--- config.mk ---
export PLATFORM = sky130hd
export DESIGN_NAME = exp_seq_ctrl
export DESIGN_NICKNAME = d
export VERILOG_FILES = /design/src/rtl/softmax_pkg.sv /design/src/rtl/exp_seq_ctrl_expunit.sv /design/src/rtl/exp_seq_ctrl.sv
export SDC_FILE = /design/constraint.sdc
export NUM_CORES = 1
export LEC_CHECK = 0
export ABC_AREA = 1
export CORE_MARGIN = 2
export CORE_UTILIZATION = 42
export DETAILED_ROUTE_END_ITERATION = 10
export GPL_TIMING_DRIVEN = 0
export PLACE_DENSITY = 0.59
export REMOVE_ABC_BUFFERS = 1
export SKIP_LAST_GASP = 1
export SLEW_MARGIN = 10
export SYNTH_ARGS = -nofsm -noshare
export SYNTH_HDL_FRONTEND = slang
export SYNTH_SLANG_ARGS = --single-unit
--- constraint.sdc ---
create_clock -name clk -period 11.3 [get_ports clk]
set_input_delay 1.13 -clock clk [delete_from_list [all_inputs] [get_ports clk]]
set_output_delay 1.13 -clock clk [all_outputs]
set_load 0.01 [all_outputs]
--- src/rtl/softmax_pkg.sv ---
// Shared definitions for the softmax datapath: widths, expunit status bits,
// the exp sequencer state encoding and the exp lookup tables.
package softmax_pkg;

  localparam int unsigned FP16_W       = 16;
  localparam int unsigned EXP_STATUS_W = 8;

  // expunit status bit positions
  localparam int unsigned STAT_INVALID  = 0; // NaN input, result is qNaN
  localparam int unsigned STAT_POSITIVE = 1; // positive input clamped to 0
  localparam int unsigned STAT_SAT      = 2; // |x| beyond table range, clamped
  localparam int unsigned STAT_INEXACT  = 3; // input not on the table grid
  localparam int unsigned STAT_NEG_INF  = 4; // -inf input, result exactly 0

  typedef enum logic {
    IDLE = 1'b0,
    RUN  = 1'b1
  } exp_seq_state_t;

  // exp(-n) for n = 0..7, fp16 without sign bit
  function automatic logic [14:0] exp_int_lut(input logic [2:0] n);
    logic [14:0] r;
    case (n)
      3'd0:    r = 15'h3C00;
      3'd1:    r = 15'h35E3;
      3'd2:    r = 15'h3055;
      3'd3:    r = 15'h2A5F;
      3'd4:    r = 15'h24B0;
      3'd5:    r = 15'h1EE6;
      3'd6:    r = 15'h1914;
      default: r = 15'h1378;
    endcase
    return r;
  endfunction

  // exp(-f/8) for f = 0..7, fp16 without sign bit
  function automatic logic [14:0] exp_frac_lut(input logic [2:0] f);
    logic [14:0] r;
    case (f)
      3'd0:    r = 15'h3C00;
      3'd1:    r = 15'h3B0F;
      3'd2:    r = 15'h3A3B;
      3'd3:    r = 15'h3980;
      3'd4:    r = 15'h38DA;
      3'd5:    r = 15'h3848;
      3'd6:    r = 15'h378F;
      default: r = 15'h36AB;
    endcase
    return r;
  endfunction

endpackage

--- src/rtl/exp_seq_ctrl_expunit.sv ---
// expunit: fp16 exp(x) for x <= 0. The input is quantised to a fixed-point
// table index and registered (one stage, enabled by stage_run); the output
// is exp(-int) * exp(-frac/8) from two small tables, rounded to fp16.
module expunit
  import softmax_pkg::*;
#(
  parameter int unsigned INT_WIDTH  = 3,
  parameter int unsigned FRAC_WIDTH = 3
) (
  input  logic                    clk,
  input  logic                    reset,
  input  logic                    stage_run,
  input  logic [FP16_W-1:0]       a,
  output logic [FP16_W-1:0]       z,
  output logic [EXP_STATUS_W-1:0] status
);

  localparam int unsigned IDX_W   = INT_WIDTH + FRAC_WIDTH;
  localparam int unsigned IDX_MAX = (1 << IDX_W) - 1;
  // |x| * 2^FRAC = sig * 2^(exp - 25 + FRAC); exponents at or above this
  // value always exceed the table range
  localparam int unsigned SH_BASE = 25 - FRAC_WIDTH;

  logic [4:0]              a_exp;
  logic [31:0]             a_sig;
  logic [IDX_W-1:0]        idx_d, idx_q;
  logic                    nan_d, nan_q, ninf_d, ninf_q;
  logic [EXP_STATUS_W-1:0] st_d, st_q;
  int unsigned             sh;
  logic [31:0]             scaled, lost_mask;

  assign a_exp = a[14:10];
  assign a_sig = {21'b0, 1'b1, a[9:0]};

  // Quantise the input to a round-to-nearest table index and classify it
  always_comb begin
    idx_d     = '0;
    nan_d     = 1'b0;
    ninf_d    = 1'b0;
    st_d      = '0;
    sh        = 0;
    scaled    = '0;
    lost_mask = '0;
    if (a_exp == 5'h1F) begin
      if (a[9:0] != '0) begin
        nan_d              = 1'b1;
        st_d[STAT_INVALID] = 1'b1;
      end else if (a[15]) begin
        ninf_d             = 1'b1;
        st_d[STAT_NEG_INF] = 1'b1;
      end else begin
        st_d[STAT_POSITIVE] = 1'b1;
      end
    end else if (!a[15] && a[14:0] != '0) begin
      st_d[STAT_POSITIVE] = 1'b1;
    end else if (a_exp == 5'h00) begin
      st_d[STAT_INEXACT] = (a[9:0] != '0);
    end else if (a_exp >= SH_BASE) begin
      idx_d          = IDX_W'(IDX_MAX);
      st_d[STAT_SAT] = 1'b1;
    end else begin
      sh        = SH_BASE - {27'b0, a_exp};
      scaled    = (a_sig >> sh) + ((a_sig >> (sh - 1)) & 32'd1);
      lost_mask = (32'd1 << sh) - 32'd1;
      st_d[STAT_INEXACT] = ((a_sig & lost_mask) != '0);
      if (scaled > IDX_MAX) begin
        idx_d          = IDX_W'(IDX_MAX);
        st_d[STAT_SAT] = 1'b1;
      end else begin
        idx_d = scaled[IDX_W-1:0];
      end
    end
  end

  // Single pipeline register, loaded whenever the stage runs
  always_ff @(posedge clk) begin
    if (reset) begin
      idx_q  <= '0;
      nan_q  <= 1'b0;
      ninf_q <= 1'b0;
      st_q   <= '0;
    end else if (stage_run) begin
      idx_q  <= idx_d;
      nan_q  <= nan_d;
      ninf_q <= ninf_d;
      st_q   <= st_d;
    end
  end

  assign status = st_q;

  logic [14:0] ha, hb;
  logic [21:0] prod;
  logic        p_lsb, p_guard, p_sticky;
  logic [11:0] mant_ext;
  logic [1:0]  e_adj;
  logic [4:0]  exp_sum;
  logic [9:0]  mant_out;

  // Multiply the two table factors; round to nearest even (results stay normal)
  always_comb begin
    ha   = exp_int_lut(3'(idx_q[IDX_W-1:FRAC_WIDTH]));
    hb   = exp_frac_lut(3'(idx_q[FRAC_WIDTH-1:0]));
    prod = {11'b0, 1'b1, ha[9:0]} * {11'b0, 1'b1, hb[9:0]};
    if (prod[21]) begin
      p_lsb    = prod[11];
      p_guard  = prod[10];
      p_sticky = |prod[9:0];
      mant_ext = {1'b0, prod[21:11]};
      e_adj    = 2'd1;
    end else begin
      p_lsb    = prod[10];
      p_guard  = prod[9];
      p_sticky = |prod[8:0];
      mant_ext = {1'b0, prod[20:10]};
      e_adj    = 2'd0;
    end
    mant_ext = mant_ext + {11'b0, p_guard & (p_sticky | p_lsb)};
    if (mant_ext[11]) begin
      e_adj    = e_adj + 2'd1;
      mant_out = mant_ext[10:1];
    end else begin
      mant_out = mant_ext[9:0];
    end
    exp_sum = ha[14:10] + hb[14:10] + {3'b0, e_adj} - 5'd15;
    if (nan_q)       z = 16'h7E00;
    else if (ninf_q) z = '0;
    else             z = {1'b0, exp_sum, mant_out};
  end

endmodule

--- src/rtl/exp_seq_ctrl.sv ---
// exp_seq_ctrl: streams a vector of fp16 elements through one expunit with
// full-rate handshaking, element counting, last marking and status collection.
module exp_seq_ctrl
  import softmax_pkg::*;
#(
  parameter int unsigned LEN_W = 10
) (
  input  logic                    clk,
  input  logic                    reset,
  input  logic                    start,
  input  logic [LEN_W-1:0]        len,
  output logic                    busy,
  output logic                    done,
  input  logic                    in_valid,
  output logic                    in_ready,
  input  logic [FP16_W-1:0]       in_data,
  output logic                    out_valid,
  input  logic                    out_ready,
  output logic [FP16_W-1:0]       out_data,
  output logic                    out_last,
  output logic [EXP_STATUS_W-1:0] status_acc
);

  exp_seq_state_t          state, state_next;
  logic [LEN_W-1:0]        len_q, in_cnt, out_cnt;
  logic                    stg_v;
  logic                    advance, accept, deliver, exp_stage_run;
  logic [EXP_STATUS_W-1:0] exp_status;

  // The stage moves when it is empty or its content is being taken
  always_comb begin
    advance       = (state == RUN) && (!stg_v || out_ready);
    in_ready      = advance && (in_cnt < len_q);
    accept        = in_valid && in_ready;
    exp_stage_run = advance;
    out_valid     = stg_v;
    out_last      = stg_v && (out_cnt == len_q - LEN_W'(1));
    deliver       = out_valid && out_ready;
    busy          = (state != IDLE);
  end

  expunit #(
    .INT_WIDTH  (3),
    .FRAC_WIDTH (3)
  ) u_exp (
    .clk       (clk),
    .reset     (reset),
    .stage_run (exp_stage_run),
    .a         (in_data),
    .z         (out_data),
    .status    (exp_status)
  );

  // State register
  always_ff @(posedge clk) begin
    if (reset) state <= IDLE;
    else       state <= state_next;
  end

  // Next state: leave IDLE on a non-empty start, return after the last deliver
  always_comb begin
    state_next = state;
    case (state)
      IDLE:    if (start && len != '0) state_next = RUN;
      RUN:     if (deliver && out_last) state_next = IDLE;
      default: state_next = IDLE;
    endcase
  end

  // Length latch, counters, stage valid, status accumulation and done pulse
  always_ff @(posedge clk) begin
    if (reset) begin
      len_q      <= '0;
      in_cnt     <= '0;
      out_cnt    <= '0;
      stg_v      <= 1'b0;
      status_acc <= '0;
      done       <= 1'b0;
    end else begin
      done <= 1'b0;
      if (state == IDLE) begin
        if (start) begin
          status_acc <= '0;
          if (len != '0) begin
            len_q   <= len;
            in_cnt  <= '0;
            out_cnt <= '0;
          end else begin
            done <= 1'b1;
          end
        end
      end else begin
        if (advance) stg_v <= accept;
        if (accept) in_cnt <= in_cnt + LEN_W'(1);
        if (deliver) begin
          out_cnt    <= out_cnt + LEN_W'(1);
          status_acc <= status_acc | exp_status;
          if (out_last) done <= 1'b1;
        end
      end
    end
  end

endmodule

==> metrics <==
worst-path fanout max 14; Clock Pin Slew Worst Setup and Hold Paths 60 ps; Clock Latency Late Sink 290 ps; Die ar. 22,400 µm²; asr flop ratio synth 0%; CTS max path bufs 2; Synth Area per Inst 6.60 µm²; Max Clk Rate 94.5 MHz; most frequent CP cell inv_1; vias per cell 5.06; RSZ-0062 raised after global routing false; pre-CTS setup slack 135 ps; Synth top cells by count nand2_1, inv_1, nor2_1; CP arrival 9450 ps; Pwr per Cell Area 79.6 nW/µm²; initial antenna violation count 0; actual slew at the worst max-slew pin 723 ps; Hold Buf Count CTS 0; number of synthesized register bits 49; post-synthesis compound-gate area fraction 9.69%; crit path time final 10,580 ps; Yosys warnings 0; drt total wl 23,300 µm; status finished clean; Hold Crit Class register to register; setup ws final 723 ps; Final ANT Viol Nets 0; Fin. Hold Viols 0; Die Y 150 µm; synthesized instance count 1,350; Sum Neg Setup Slack 0 ps; final hold slack 471 ps; Slew Viols, Final 0; layout cells sized above 1 5.08%; TritonCTS buffer count 5; IO buf count 55; first-pass GRT wire length 39,800 µm; mux share of post-synthesis cell area 0%; Max-Cap Viols 0; count of cell types in the netlist 50; H-tree depth 2; DR vias 8,460; Max-slew headroom 51.7%; Final GP Congestion 0.907; fin crit share 93.6%; vias in the first global route 8,302; Peak VDD IR 89.4 µV; HPWL Detailed 19,800 µm; Worst Path Required 10,170 ps; post-synthesis simple-gate area fraction 31.2%; Yosys top cell area share 18.4%; number of fill cells 2,254; Area Overhead vs Synth 11.1%; initial drt markers 453; CTS Sinks 49; slowest stage delay, CP 600 ps; grt total ovfl 0; sequential share of the synthesized area 11.0%; DRC 0; antenna cells 0; Setup Skew 5.53 ps; xor/xnor share of the synthesized area 3.44%; largest net degree at the start of global routing 23; Initial Util 42.5%; Synth Area in Adders 31.5%; EDFF count, synth 0; top_reg_cell synth dfxtp_1; I/O pin cnt 60; crit path kind register to primary output; most frequent cell after synthesis nand2_1; crit start category register; clk root buf clkbuf_16; TritonCTS clock tree done; core area 21,000 µm²; row count 53; top cells by area, synth fa_1, ha_1, nand2_1; Total GRT Usage 21.9%; CP Capture Type primary output; Slowest cell on crit path clkdlybuf4s50_1; leak pwr 5.14 nW; mapped cell area 8910 µm²; Die X 150 µm; Final nets 1,604; 1st-pass router iterations 5; endpoints failing setup 0; per-cell routed wire length 13.9 µm; largest family of logic cells by synthesized area adder cells; Synth area leader fa_1
## critical path, delay by kind of cell, from the launching register on
family                     cells  cell delay [ps]
buffers and inverters         10             1640
and+or+nand+nor               13             1730
DFF                            1              400
adders and majority gates      9             3890
xor gates and xnor gates       1               90
AOI/OAI and AO/OA              6             1400
## sequential cells by signal, indices dropped and copies added, names as in the netlist
register and cells:
busy 1, done 1, in_cnt 10, len_q 10
out_cnt 10, out_valid 1, status_acc 5, u_exp.idx_q 6
u_exp.ninf_q 1, u_exp.status 4
## timing repair
item                                    in CTS  in global routing
buffers inserted                             0                  3
gates cloned                                 0                  0
pin swaps                                    0                  1
endpoints found under the setup margin       2                  4
endpoints found under the hold margin        0                  0
gates resized for setup                      1                  6
## kinds of logic (layout without fill, tap and decap cells)
family / count (synthesis) / after routing
flops: 49 / 49
buf+inv: 303 / 348
simple gates: 632 / 632
fa+ha+maj: 175 / 175
xor+xnor: 35 / 35
compound gates: 155 / 155
other cells: 1 / 4
## per-stage QoR
stage,power (W),utilization [%],instance area [µm²],instances
after CTS,0.000794,47.0,9850,1670
after detailed placement,0.000637,46.3,9710,1663
final,0.000788,47.2,9900,1673
after global placement,0.000634,46.3,9710,1663
after global routing,0.000863,47.2,9900,1673
after floorplan,0.000494,-,8810,1333
## worst paths after layout
| check | slack [ps] | depth (start not counted) | startpoint | end |
|---|---|---|---|---|
| hold reg to reg | 470 | 2 | u_exp.status[3] | u_exp.status[3] |
| setup reg to reg | 8690 | 14 | len_q[5] | in_cnt[4] |
| setup / recovery | 720 | 39 | u_exp.idx_q[3] | out_data[13] |
| hold / removal | 470 | 2 | u_exp.status[3] | u_exp.status[3] |
## cells in the final DEF (no fill, tap or decap), types with 11 or more instances in the layout
cell type and n:
xnor2_1 11, xor2_1 24, fa_1 82, ha_1 93, nand3_1 85, o21ai_0 42
nand2_1 295, dfxtp_1 49, a21oi_1 75, nor2_1 148, clkdlybuf4s50_1 55, nand4_1 19
nand2_2 19, inv_2 15, nor3_1 32, inv_1 265
## where the power goes
| part | total [W] | internal, W | switching [W] |
|---|---|---|---|
| sequential | 0.000185 | 0.000179 | 0.00000637 |
| clock | 0.000153 | 0.0000870 | 0.0000657 |
| combinational | 0.000450 | 0.000170 | 0.000280 |
| total | 0.000788 | 0.000436 | 0.000352 |
## per-layer routing
metal	track usage (%)	routed length [µm]	vias to the layer above	part of all wire [%]
li1	-	-	4326	-
met1	30.3	10900	3910	47
met2	36.6	10700	191	46
met3	2.32	1090	33	4.7
met4	5.80	583	0	2.5
met5	0	0	-	0
## layout make-up
class	instances	area (µm²)	share of cell area, %
clock inverter	1	7.51	0.0759
timing repair buffer	58	573	5.79
multi-input combinational	1001	6780	68.5
tap	275	344	3.48
sequential	49	981	9.91
clock buffer	6	139	1.40
inverter	283	1070	10.8
No activity file was read; power rests on OpenSTA's default activity.
